===== src/rtl/intctl_pkg.sv =====
// Shared definitions for the interrupt controller.
// Contents: default sizing constants, acknowledge-timeout length and the FSM state enum.
package intctl_pkg;

  localparam int unsigned DEF_NUM_IRQ    = 8;
  localparam int unsigned DEF_VEC_W      = 3;
  localparam int unsigned TIMEOUT_CYCLES = 255;
  localparam int unsigned TO_CNT_W       = 8;

  typedef enum logic [2:0] {
    StIdle,
    StReq,
    StNreq,
    StSend,
    StClr,
    StWaitlo
  } intctl_state_e;

endpackage


===== src/rtl/intctl_prio_enc.sv =====
// Combinational priority encoder: reports the lowest-numbered set request bit.
// Ports:
//   i_req   - request vector
//   o_idx   - index of the lowest set bit (0 when none)
//   o_valid - at least one request bit is set
module intctl_prio_enc #(
  parameter int unsigned NUM_IRQ = 8,
  parameter int unsigned VEC_W   = 3
) (
  input  logic [NUM_IRQ-1:0] i_req,
  output logic [VEC_W-1:0]   o_idx,
  output logic               o_valid
);

  always_comb begin
    o_idx   = '0;
    o_valid = 1'b0;
    for (int i = 0; i < int'(NUM_IRQ); i++) begin
      if (i_req[i] && !o_valid) begin
        o_idx   = VEC_W'(i);
        o_valid = 1'b1;
      end
    end
  end

endmodule


===== src/rtl/interrupt_controller.sv =====
// Interrupt controller with a maskable request bank, one edge-triggered NMI and a serial
// vector handshake (INT/INA, then the vector shifted out MSB first on INTD).
// Optional feature: define INTCTL_ACK_TIMEOUT_EN to abandon an unacknowledged INT/NMI after
// TIMEOUT_CYCLES cycles and expose the sticky ack_timeout flag.
// Ports:
//   clk, reset        - clock, asynchronous active-high reset
//   irq               - level requests (synchronous to clk)
//   nmi_req           - non-maskable request, rising-edge sensitive
//   mask_we/mask_wdata- mask register write (1 = line enabled)
//   INA               - processor acknowledge
//   INT, NMI          - registered interrupt requests to the processor
//   INTD              - serial vector data, 0 outside the send phase
//   pending           - pending register
//   busy              - FSM not idle
//   ack_timeout       - sticky timeout flag (only with INTCTL_ACK_TIMEOUT_EN)
module interrupt_controller
  import intctl_pkg::*;
#(
  parameter int unsigned NUM_IRQ = DEF_NUM_IRQ,
  parameter int unsigned VEC_W   = DEF_VEC_W
) (
  input  logic               clk,
  input  logic               reset,
  input  logic [NUM_IRQ-1:0] irq,
  input  logic               nmi_req,
  input  logic               mask_we,
  input  logic [NUM_IRQ-1:0] mask_wdata,
  input  logic               INA,
  output logic               INT,
  output logic               NMI,
  output logic               INTD,
  output logic [NUM_IRQ-1:0] pending,
`ifdef INTCTL_ACK_TIMEOUT_EN
  output logic               ack_timeout,
`endif
  output logic               busy
);

  intctl_state_e      r_state, w_state_d;
  logic [NUM_IRQ-1:0] r_mask;
  logic [NUM_IRQ-1:0] r_pending, w_pending_d;
  logic [NUM_IRQ-1:0] w_clr_mask;
  logic               r_nmi_prev;
  logic               r_nmi_pend, w_nmi_pend_d;
  logic               w_nmi_edge, w_nmi_clr;
  logic [VEC_W-1:0]   r_vec, w_vec_d;
  logic [VEC_W-1:0]   r_bit, w_bit_d;
  logic [VEC_W-1:0]   w_enc_idx;
  logic               w_enc_valid;
  logic               r_int, r_nmi;
  logic               w_waiting;
  logic               w_timeout;

  intctl_prio_enc #(
    .NUM_IRQ (NUM_IRQ),
    .VEC_W   (VEC_W)
  ) u_prio_enc (
    .i_req   (r_pending & r_mask),
    .o_idx   (w_enc_idx),
    .o_valid (w_enc_valid)
  );

  assign w_waiting = (r_state == StReq) || (r_state == StNreq);

`ifdef INTCTL_ACK_TIMEOUT_EN
  logic [TO_CNT_W-1:0] r_to_cnt, w_to_cnt_d;
  logic                r_ack_to, w_ack_to_d;

  // The count holds the number of cycles already spent waiting, so the request is dropped at
  // the end of the TIMEOUT_CYCLES-th waiting cycle.
  assign w_timeout = w_waiting && !INA && (r_to_cnt == TO_CNT_W'(TIMEOUT_CYCLES - 1));

  always_comb begin
    w_to_cnt_d = '0;
    if (w_waiting && (w_state_d == r_state)) begin
      w_to_cnt_d = r_to_cnt + 1'b1;
    end
    w_ack_to_d = r_ack_to;
    if (mask_we) begin
      w_ack_to_d = 1'b0;
    end
    if (w_timeout) begin
      w_ack_to_d = 1'b1;
    end
  end

  always_ff @(posedge clk or posedge reset) begin
    if (reset) begin
      r_to_cnt <= '0;
      r_ack_to <= 1'b0;
    end else begin
      r_to_cnt <= w_to_cnt_d;
      r_ack_to <= w_ack_to_d;
    end
  end

  assign ack_timeout = r_ack_to;
`else
  assign w_timeout = 1'b0;
`endif

  always_comb begin
    w_state_d  = r_state;
    w_vec_d    = r_vec;
    w_bit_d    = r_bit;
    w_nmi_clr  = 1'b0;
    w_clr_mask = '0;
    unique case (r_state)
      StIdle: begin
        // NMI always wins over maskable requests on IDLE exit.
        if (r_nmi_pend) begin
          w_state_d = StNreq;
        end else if (w_enc_valid) begin
          w_state_d = StReq;
          w_vec_d   = w_enc_idx;
        end
      end
      StNreq: begin
        if (INA) begin
          w_nmi_clr = 1'b1;
          w_state_d = StWaitlo;
        end else if (w_timeout) begin
          w_state_d = StIdle;
        end
      end
      StReq: begin
        if (INA) begin
          w_state_d = StSend;
          w_bit_d   = VEC_W'(VEC_W - 1);
        end else if (w_timeout) begin
          w_state_d = StIdle;
        end
      end
      StSend: begin
        if (r_bit == '0) begin
          w_state_d = StClr;
        end else begin
          w_bit_d = r_bit - 1'b1;
        end
      end
      StClr: begin
        w_clr_mask = NUM_IRQ'(1) << r_vec;
        w_state_d  = StWaitlo;
      end
      StWaitlo: begin
        if (!INA) begin
          w_state_d = StIdle;
        end
      end
      default: w_state_d = StIdle;
    endcase
  end

  // New requests are OR-ed in after the clear so a same-cycle set wins.
  assign w_pending_d  = (r_pending & ~w_clr_mask) | (irq & r_mask);
  assign w_nmi_edge   = nmi_req & ~r_nmi_prev;
  assign w_nmi_pend_d = (r_nmi_pend & ~w_nmi_clr) | w_nmi_edge;

  always_ff @(posedge clk or posedge reset) begin
    if (reset) begin
      r_state    <= StIdle;
      r_mask     <= '0;
      r_pending  <= '0;
      r_nmi_prev <= 1'b0;
      r_nmi_pend <= 1'b0;
      r_vec      <= '0;
      r_bit      <= '0;
      r_int      <= 1'b0;
      r_nmi      <= 1'b0;
    end else begin
      r_state    <= w_state_d;
      if (mask_we) begin
        r_mask <= mask_wdata;
      end
      r_pending  <= w_pending_d;
      r_nmi_prev <= nmi_req;
      r_nmi_pend <= w_nmi_pend_d;
      r_vec      <= w_vec_d;
      r_bit      <= w_bit_d;
      r_int      <= (w_state_d == StReq);
      r_nmi      <= (w_state_d == StNreq);
    end
  end

  assign INT     = r_int;
  assign NMI     = r_nmi;
  assign INTD    = (r_state == StSend) ? r_vec[r_bit] : 1'b0;
  assign pending = r_pending;
  assign busy    = (r_state != StIdle);

endmodule

===== config.mk =====
export PLATFORM = sky130hd
export DESIGN_NAME = interrupt_controller
export DESIGN_NICKNAME = d
export VERILOG_FILES = /design/src/rtl/intctl_pkg.sv /design/src/rtl/intctl_prio_enc.sv /design/src/rtl/interrupt_controller.sv
export SDC_FILE = /design/constraint.sdc
export NUM_CORES = 1
export LEC_CHECK = 0
export BUFFER_PORTS_ARGS = -buffer_cell sky130_fd_sc_hd__buf_2
export CAP_MARGIN = 30
export CORE_MARGIN = 2
export CORE_UTILIZATION = 53
export DETAILED_ROUTE_END_ITERATION = 12
export PLACE_DENSITY_LB_ADDON = 0.25
export SLEW_MARGIN = 20
export SYNTH_ARGS = -nofsm -noshare
export SYNTH_HDL_FRONTEND = slang
export SYNTH_HIERARCHICAL = 1
export SYNTH_SLANG_ARGS = --single-unit
export TNS_END_PERCENT = 30

===== constraint.sdc =====
create_clock -name clk -period 2.1 [get_ports clk]
set_input_delay 0.105 -clock clk [delete_from_list [all_inputs] [get_ports clk]]
set_output_delay 0.105 -clock clk [all_outputs]
set_load 0.1 [all_outputs]

# Word-level counts from Yosys, hierarchy flattened
# Index checks and enable logic that the tools add are counted.
[word_totals]
regBits = 29
inputBits = 21
output_inout_bits = 12
word_cells = 83
[classes]
addsub = 1
magnitude_cmp = 1
n_eq_ne = 9
n_shift = 1
mux = 31
n_bitwise = 11
n_reduce_logical = 20
[ops]
columns = ["cell", "count"]
rows = [
  ["$mux 3", 12],
  ["$and 8x8->8", 3],
  ["$pmux 3 s6", 1],
  ["$mux 1", 13],
  ["$eq 3x2->1 const B", 3],
  ["$mux 8", 1],
  ["$not 8->8", 1],
  ["$or 8x8->8", 1],
  ["$shl 1x3->8 const A", 1],
  ["$logic_and 1x1->1", 7],
  ["$logic_not 1->1", 7],
  ["$eq 3x1->1 const B", 2],
  ["$eq 3x3->1 const B", 2],
  ["$logic_not 3->1", 2],
  ["$pmux 3 s2", 1],
  ["$reduce_and 3->1", 2],
  ["$mux 2", 2],
  ["$ne 2x2->1 const B", 2],
  ["$lt 3x3->1 const B", 1],
  ["$not 1->1", 3],
  ["$reduce_bool 3->1", 1],
  ["$sub 3x1->3 const B", 1],
  ["$and 1x1->1", 2],
  ["$bmux 1 s2", 1],
  ["2 further kinds", 2],
]

# Depth between registers and ports, before layout
# Gate-level depths: netlist of the first run.
[logic_depth]
word_depth = 27
mapped_depth = 6
depth_no_buf = 6

# Hierarchy
# The synthesis of the first run kept the hierarchy.
[by_module_without_submodules]
columns = ["mod", "n_inst", "cells_per_inst", "area_each_um2", "seq_area_each_um2"]
rows = [
  ["interrupt_controller", 1, 130, 1382.6, 725.7],
  ["intctl_prio_enc", 1, 14, 82.6, 0.0],
]

# Worst setup path before layout of the first run
# OpenSTA, ideal clock, no wires.
[synth_path]
kind = "flip-flop to output port"
start = "reg r_state[2]"
end = "out INTD"
arrival_time_ns = 2.232
required_ns = 1.995
slack_ns = -0.237
stages_incl_launch_ff = 4
path_buffers = 1
cell_sequence = "dfrtp_1 > clkbuf_1 > nand3b_1 > a21oi_1"
[synth_between]
elab_chain_cells = 2
[synth_lines]
columns = ["item", "line_no", "text"]
rows = [
  ["start: declaration", "interrupt_controller.sv:39", "intctl_state_e r_state, w_state_d;"],
  ["start signal: assignment", "interrupt_controller.sv:161", "r_state <= StIdle;"],
  ["start signal: assignment", "interrupt_controller.sv:171", "r_state <= w_state_d;"],
  ["$eq 3x2->1", "interrupt_controller.sv:187", "assign INTD = (r_state == StSend) ? r_vec[r_bit] : 1'b0;"],
  ["$mux 1", "interrupt_controller.sv:187", ""],
  ["end: declaration", "interrupt_controller.sv:31", "output logic INTD,"],
]
# No other way between the ends.

# Final worst setup path of the first run
[layout_path]
start = "reg r_state[1]"
end = "out INTD"
# The elaborated chain is that of the path after synthesis.

==> results of run 1 <==
## through the flow
| step | cell area, sq um | hold slack, ns | total power [mW] | setup WS, ns | utilization (%) |
|---|---|---|---|---|---|
| 2_1_floorplan | 1470 | 0.136 | 1.59 | -0.0415 | - |
| 4_1_cts | 1820 | 0.00203 | 2.11 | 0.247 | 67.7 |
| 5_1_grt | 1840 | 0.000247 | 2.24 | 0.113 | 68.4 |
| 3_5_place_dp | 1670 | 0.193 | 1.78 | 0.359 | 62.0 |
| 3_3_place_gp | 1670 | 0.182 | 1.74 | 0.442 | 62.0 |
| 6_report | 1840 | 0.00264 | 2.12 | 0.223 | 68.4 |
## area by class of cell
type                    instances  area, sq um  area share, %
flip-flops and latches         29          726           39.5
well taps                      31         38.8           2.11
clock buffers                   6         41.3           2.25
repair buffers                 46          295           16.1
inverters                       7         26.3           1.43
clock inverters                 2         10.0          0.545
multi-input cells             104          701           38.1
## report_power, final
| group | internal [mW] | total (mW) | leakage [nW] | switching (mW) |
|---|---|---|---|---|
| combinational | 0.356 | 0.941 | 0.463 | 0.585 |
| sequential | 0.687 | 0.853 | 0.324 | 0.166 |
| clock | 0.127 | 0.324 | 0.0320 | 0.197 |
## cell usage after synthesis, types with 2 or more instances
master,number,share of area [%]
a211oi_1,2,1.0
a21oi_1,5,1.7
and2_1,8,3.4
clkbuf_1,3,0.77
dfrtp_1,29,50
ha_1,2,1.7
inv_1,7,1.8
mux2_2,9,6.9
mux2_4,3,3.1
nand2_1,20,5.1
nand2b_1,5,2.1
nand3_1,2,0.68
nor2_1,8,2.0
nor2b_1,6,2.6
o21a_1,2,1.0
o21ai_0,11,3.8
o31ai_1,4,2.0
o41ai_1,2,1.2
## path summary, 6_finish.rpt
path	to	cells after the start	startpoint
setup / recovery	INTD	3	r_state[1]
hold / removal	r_mask[5]	2	mask_wdata[5]
setup reg to reg	pending[0]	3	r_state[1]
hold reg to reg	r_nmi_pend	1	r_nmi_prev
max in group asynchronous	r_mask[3]	4	reset
min in group asynchronous	NMI	4	reset
## sequential cells by signal, indices dropped and copies added, names as in the netlist
signal	count
NMI	1
r_vec	3
r_mask	8
INT	1
r_bit	3
r_nmi_pend	1
r_state	3
r_nmi_prev	1
pending	8
## metal layers
metal,GRT usage [%],vias up
met3,4.84,6
met1,25.9,589
met2,35.4,35
li1,-,599
met5,0,-
met4,11.6,0
## kinds of logic (layout without fill, tap and decap cells)
| group | after synthesis | in the layout | synth area share (%) |
|---|---|---|---|
| adder cells (fa/ha/maj) | 2 | 2 | 1.71 |
| multiplexers | 13 | 13 | 10.7 |
| AO/OA/AOI/OAI | 31 | 31 | 13.7 |
| buffers and inverters | 11 | 61 | 2.90 |
| AND/OR/NAND/NOR | 58 | 58 | 21.5 |
| flip-flops | 29 | 29 | 49.5 |
## worst max-delay path: cells and delay by family (launching register included)
kind	cells	cell delay, ns
DFF	1	0.62
and+or+nand+nor	1	0.24
AOI/OAI and AO/OA	1	0.15
buffers and inverters	1	0.43
## what timing repair did
| action | in CTS | in global routing |
|---|---|---|
| resized for setup | 0 | 0 |
| endpoints found under the hold margin | 38 | 2 |
| setup buffers | 0 | 0 |
| endpoints found under the setup margin | 0 | 0 |
| hold buffers | 10 | 2 |
==> results.py, run 1 <==
metrics = {
    "sta": {
        "rsz0062_at_grt": "false",
        "period_needed_ns": 1.88,
        "relSlewSlack_pct": 67.4,
        "period_share_pct": 89.4,
        "report.final.slew_viol_count": 0,
        "setup_violations": 0,
        "tightestPinTransition_ns": 0.493,
        "hold_viol_final": 0,
        "tns_ns": 0,
        "fmax_ghz": 0.533,
        "skew_ns": 0.00331,
    },
    "clocking": {
        "cts-root-buf": "clkbuf_4",
        "cts_tree": "built",
        "path_clk_slew_ns": 0.09,
        "cts_buffers": 5,
        "htree_levels": 2,
        "cts.sinks": 29,
        "clockBufferDepth": 2,
        "clkLatencyLatePin_ns": 0.33,
    },
    "placed_design": {
        "dp_hpwl_um": 2230,
        "gp_congestion": 0.802,
        "dp_cells": 205,
        "numPortBuffers": 32,
    },
    "drt": {
        "via_count": 1229,
        "wl_met2_um": 1640,
        "routed.top_layer": "met4",
        "drtAntennaViolNets": 0,
        "wl_um": 3220,
        "wire_per_inst_um": 14.3,
        "route.met3.wl_um": 183,
        "drtPass1Iterations": 4,
        "met1_length_um": 1340,
        "drcViolationCount": 0,
        "drt_iter0_markers": 24,
        "viasPerCell": 5.46,
    },
    "grt": {
        "grt_pass1_wl_um": 5220,
        "gr-usage-all-layers_pct": 21.5,
        "grt_antenna_before_repair": 0,
        "grt_max_degree": 30,
        "grt_remaining_overflow": 0,
        "grt_pass1_vias": 1208,
    },
    "worst_setup_path": {
        "critPathMaxFanout": 17,
        "criticalPathCategory": "register to output port",
        "critPathLaunchType": "register",
        "required_ns": 2.00,
        "crit_chain": "nand3b_1, a21oi_2, buf_2",
        "cp.arrival_ns": 1.77,
        "cpPeakStageDelay_ns": 0.62,
        "end_kind": "output port",
        "cp_slowest_cell": "dfrtp_1",
        "r2r_slack_ns": 0.35,
    },
    "logic_synthesis": {
        "async_flop_share_pct": 100,
        "synth_area_sq_um": 1470,
        "ys_seq_elements": 29,
        "ys_types": 34,
        "synth_seq_area_share_pct": 49.5,
        "synth.avg_cell_area_sq_um": 10.2,
        "synth_ff_type": "dfrtp_1",
        "syn-num-nets": 167,
        "synth_cells": 144,
        "synth_edf_count": 0,
        "synth_warnings": 6,
    },
    "die": {
        "die_w_um": 56.6,
        "die_height_um": 56.6,
        "core_sq_um": 2690,
        "io_pins": 33,
        "num_rows": 19,
        "dieArea_sq_um": 3200,
        "start_util_pct": 54.5,
    },
    "pwr": {
        "power_density_nw_per_um2": 1150,
        "leakage_nw": 0.819,
        "vdd_ir_drop_max_uv": 901,
    },
    "run": {
        "drv_cap": 0,
    },
    "hold_path": {
        "hold_class": "input port to register",
    },
    "final_layout": {
        "final_common_cell": "buf_2",
        "layout.cells.non_filler": 225,
        "layout_common_cells": "buf_2 (32), dfrtp_1 (29), nand2_1 (20)",
        "fill_cells": 217,
        "antenna_cells": 0,
        "drive_gt1_share_pct": 29.4,
        "area_growth_pct": 25.4,
        "nets": 216,
    },
    "outcome": {
        "outcome": "finished, final reports clean",
    },
}
No activity file was read; power rests on OpenSTA's default activity.
==> run 2, diff against run 1 <==
- PLACE_DENSITY: default -> 0.88
- PLACE_DENSITY_LB_ADDON: 0.25 -> default
==> results.py, run 2 (synthesis results as in run 1) <==
metrics = {
    "die": {
        "num_rows": 19,
        "core_sq_um": 2690,
        "die_w_um": 56.6,
        "start_util_pct": 54.5,
        "io_pins": 33,
        "die_height_um": 56.6,
        "dieArea_sq_um": 3200,
    },
    "grt": {
        "grt_remaining_overflow": 0,
        "grt_max_degree": 30,
        "top_usage_layer": "met2",
        "grt_antenna_before_repair": 0,
        "grt_pass1_wl_um": 5440,
        "grt_util_met3_pct": 5.99,
        "gr-usage-all-layers_pct": 22.3,
        "grtUsageMet2_pct": 40.2,
        "grt_pass1_vias": 1319,
        "grtUsageMet1_pct": 24.7,
    },
    "sta": {
        "skew_ns": 0.00850,
        "period_needed_ns": 1.85,
        "tns_ns": 0,
        "tightestPinTransition_ns": 0.492,
        "hold_viol_final": 0,
        "worst_slack_ns": 0.247,
        "relSlewSlack_pct": 67.5,
        "fmax_ghz": 0.540,
        "rsz0062_at_grt": "false",
        "setup_violations": 0,
        "period_share_pct": 88.3,
        "report.final.slew_viol_count": 0,
    },
    "final_layout": {
        "final_common_cell": "buf_2",
        "layout.cells.non_filler": 224,
        "drive_gt1_share_pct": 29.5,
        "postLayoutCoreUtil_pct": 69.3,
        "area_growth_pct": 27.1,
        "layout_common_cells": "buf_2 (32), dfrtp_1 (29), nand2_1 (20)",
        "nets": 215,
        "antenna_cells": 0,
        "fin_area_sq_um": 1860,
    },
    "drt": {
        "drtPass1Iterations": 4,
        "viasPerCell": 5.45,
        "drcViolationCount": 0,
        "drtAntennaViolNets": 0,
        "wl_um": 3140,
        "wire_per_inst_um": 14.0,
        "drt_iter0_markers": 40,
        "via_count": 1221,
    },
    "hold_path": {
        "hold_class": "input port to register",
        "holdPathStages": 2,
    },
    "clocking": {
        "postCtsSetupRepairBufs": 0,
        "clockBufferDepth": 2,
        "path_clk_slew_ns": 0.09,
        "cts_resized": 0,
        "hold_buffers": 10,
        "cts-root-buf": "clkbuf_4",
        "htree_levels": 2,
        "cts_buffers": 5,
        "cts_tree": "built",
        "clkLatencyLatePin_ns": 0.32,
        "cts.sinks": 29,
    },
    "worst_setup_path": {
        "r2r_cells": 6,
        "crit_path_start": "r_state[1]",
        "critPathLaunchType": "register",
        "endpoint": "INTD",
        "r2r_slack_ns": 0.39,
        "regToRegEndpoint": "r_vec[1]",
        "cp.arrival_ns": 1.75,
        "crit_chain": "nand3b_1, a21oi_2, buf_2",
        "cp_slowest_cell": "dfrtp_1",
        "criticalPathCategory": "register to output port",
        "path_buf_inv": 1,
        "reg2reg_from": "pending[4]",
        "end_kind": "output port",
        "cp_num_cells": 3,
        "required_ns": 2.00,
        "crit_family": "flip-flops",
        "cpPeakStageDelay_ns": 0.63,
        "critPathMaxFanout": 17,
    },
    "placed_design": {
        "dp_cells": 205,
        "dpl_cell_area_sq_um": 1670,
        "dp_hpwl_um": 2250,
        "preCtsSetupSlack_ns": 0.398,
        "numPortBuffers": 32,
        "gp_congestion": 0.827,
    },
    "outcome": {
        "outcome": "finished, final reports clean",
    },
    "run": {
        "drv_cap": 0,
    },
    "pwr": {
        "vdd_ir_drop_max_uv": 1020,
        "leakage_nw": 0.828,
        "power_density_nw_per_um2": 1210,
    },
}
==> run 2: worst min-delay path by stage <==
stage / from / endpoint / slack, ns
after global placement: reset / INT / 0.18
after global routing: mask_wdata[1] / r_mask[1] / 0.002
final: mask_wdata[3] / r_mask[3] / 0.01
after floorplan: nmi_req / r_nmi_prev / 0.14
after CTS: mask_wdata[1] / r_mask[1] / 0.002
after detailed placement: reset / INT / 0.20
==> run 2: layer usage <==
| metal | wire, um | part of all wire (%) | vias up |
|---|---|---|---|
| met2 | 1690 | 54 | 32 |
| met5 | 0 | 0 | - |
| met4 | 26 | 0.83 | 0 |
| li1 | - | - | 601 |
| met1 | 1260 | 40 | 584 |
| met3 | 157 | 5.0 | 4 |
==> run 2: power by group <==
group | internal [mW] | switching, mW | total (mW)
Sequential | 0.687 | 0.165 | 0.852
Combinational | 0.353 | 0.576 | 0.929
Clock | 0.284 | 0.188 | 0.473
==> run 2: through the flow <==
step | power [mW] | hold slack, ns
final | 2.25 | 0.0115
after CTS | 2.27 | 0.00185
after detailed placement | 1.78 | 0.201
after floorplan | 1.59 | 0.136
after global routing | 2.40 | 0.00212
after global placement | 1.73 | 0.180
==> run 2: cell type report <==
cell class | instances | area (sq um)
clock buffers | 7 | 55.1
well taps | 31 | 38.8
flip-flops and latches | 29 | 726
clock inverters | 1 | 30.0
multi-input cells | 104 | 701
fillers | 213 | 825
inverters | 7 | 26.3
repair buffers | 45 | 285
==> run 3, diff against run 2 <==
- CORE_UTILIZATION: 53 -> 40
- GPL_ROUTABILITY_DRIVEN: default -> 0
- PLACE_DENSITY: 0.88 -> 0.72
==> results.py, run 3 (synthesis results as in run 1) <==
metrics = {
    "clocking": {
        "postCtsSetupRepairBufs": 0,
        "cts-root-buf": "clkbuf_4",
        "clkLatencyLatePin_ns": 0.33,
        "cts_buffers": 5,
        "cts_tree": "built",
        "clockBufferDepth": 2,
        "hold_buffers": 14,
        "cts_resized": 0,
        "path_clk_slew_ns": 0.10,
        "cts.sinks": 29,
        "htree_levels": 2,
    },
    "grt": {
        "grt_max_degree": 30,
        "grt_antenna_before_repair": 0,
        "grt_pass1_wl_um": 5440,
        "grt_pass1_vias": 1255,
        "grt_remaining_overflow": 0,
        "gr-usage-all-layers_pct": 17.0,
    },
    "drt": {
        "via_count": 1211,
        "wire_per_inst_um": 12.6,
        "drt_iter0_markers": 34,
        "drtPass1Iterations": 4,
        "drtAntennaViolNets": 0,
        "viasPerCell": 5.02,
        "wl_um": 3040,
        "drcViolationCount": 0,
    },
    "placed_design": {
        "dpl_cell_area_sq_um": 1680,
        "preCtsSetupSlack_ns": 0.416,
        "numPortBuffers": 32,
        "dp_cells": 219,
        "dp_hpwl_um": 2140,
    },
    "sta": {
        "skew_ns": 0.0156,
        "setup_violations": 0,
        "relSlewSlack_pct": 67.2,
        "period_needed_ns": 1.87,
        "fmax_ghz": 0.536,
        "rsz0062_at_grt": "false",
        "tightestPinTransition_ns": 0.495,
        "worst_slack_ns": 0.234,
        "report.final.slew_viol_count": 0,
        "period_share_pct": 88.9,
        "hold_viol_final": 0,
    },
    "final_layout": {
        "drive_gt1_share_pct": 27.7,
        "layout.cells.non_filler": 241,
        "fin_area_sq_um": 1870,
        "fill_cells": 313,
        "layout_common_cells": "buf_2 (32), dfrtp_1 (29), nand2_1 (20)",
        "final_common_cell": "buf_2",
        "nets": 217,
        "area_growth_pct": 27.4,
        "antenna_cells": 0,
    },
    "die": {
        "io_pins": 33,
        "die_height_um": 64.5,
        "start_util_pct": 42.9,
        "die_w_um": 64.5,
        "core_sq_um": 3420,
        "num_rows": 21,
        "dieArea_sq_um": 4160,
    },
    "worst_setup_path": {
        "critPathMaxFanout": 14,
        "end_kind": "output port",
        "required_ns": 2.00,
        "r2r_cells": 6,
        "cp.arrival_ns": 1.76,
        "criticalPathCategory": "register to output port",
        "critPathLaunchType": "register",
    },
    "hold_path": {
        "hold_class": "input port to register",
        "holdPathStages": 2,
    },
    "pwr": {
        "vdd_ir_drop_max_uv": 500,
        "leakage_nw": 0.817,
        "power_mw": 2.09,
        "power_density_nw_per_um2": 1120,
    },
    "run": {
        "drv_cap": 0,
    },
    "outcome": {
        "outcome": "finished, final reports clean",
    },
}
==> run 3: metal layers <==
layer / vias up / track usage, % / wire length, um
li1: 605 / - / -
met5: - / 0 / 0
met3: 5 / 5.56 / 122
met1: 579 / 19.7 / 1370
met2: 22 / 28.3 / 1490
met4: 0 / 8.51 / 53
==> run 3: critical path, stage by stage, from the launching register on <==
cell      delay, ns
dfrtp_1        0.60
nand3b_1       0.24
a21oi_2        0.15
buf_2          0.44
==> run 3: layout make-up <==
type | instances | area (sq um) | area share [%]
multi-input cells | 104 | 701 | 37.5
well taps | 46 | 57.6 | 3.08
repair buffers | 47 | 308 | 16.5
clock buffers | 8 | 48.8 | 2.61
flip-flops and latches | 29 | 726 | 38.9
inverters | 7 | 26.3 | 1.41
==> run 3: worst paths after layout <==
check | slack, ns | end | startpoint
max | 0.23 | INTD | r_state[0]
min | 0.02 | r_mask[4] | mask_wdata[4]
max reg2reg | 0.40 | r_vec[1] | pending[4]
min reg2reg | 0.43 | r_nmi_pend | r_nmi_prev
max in group asynchronous | 1.44 | r_mask[3] | reset
min in group asynchronous | 0.38 | r_state[0] | reset
==> run 3: report_power, final <==
part           switching [mW]  internal (mW)  total [mW]
Sequential              0.181          0.687       0.868
Clock                   0.183          0.133       0.316
Combinational           0.556          0.347       0.903
Total                   0.920           1.17        2.09
==> run 3: metrics by stage <==
stage	hold WS, ns	util, %	TNS, ns
after detailed placement	0.193	49.1	0
after floorplan	0.136	-	-0.125
after CTS	0.000509	54.7	0
after global routing	0.00772	54.7	0
final	0.0162	54.7	0
after global placement	0.184	49.1	0
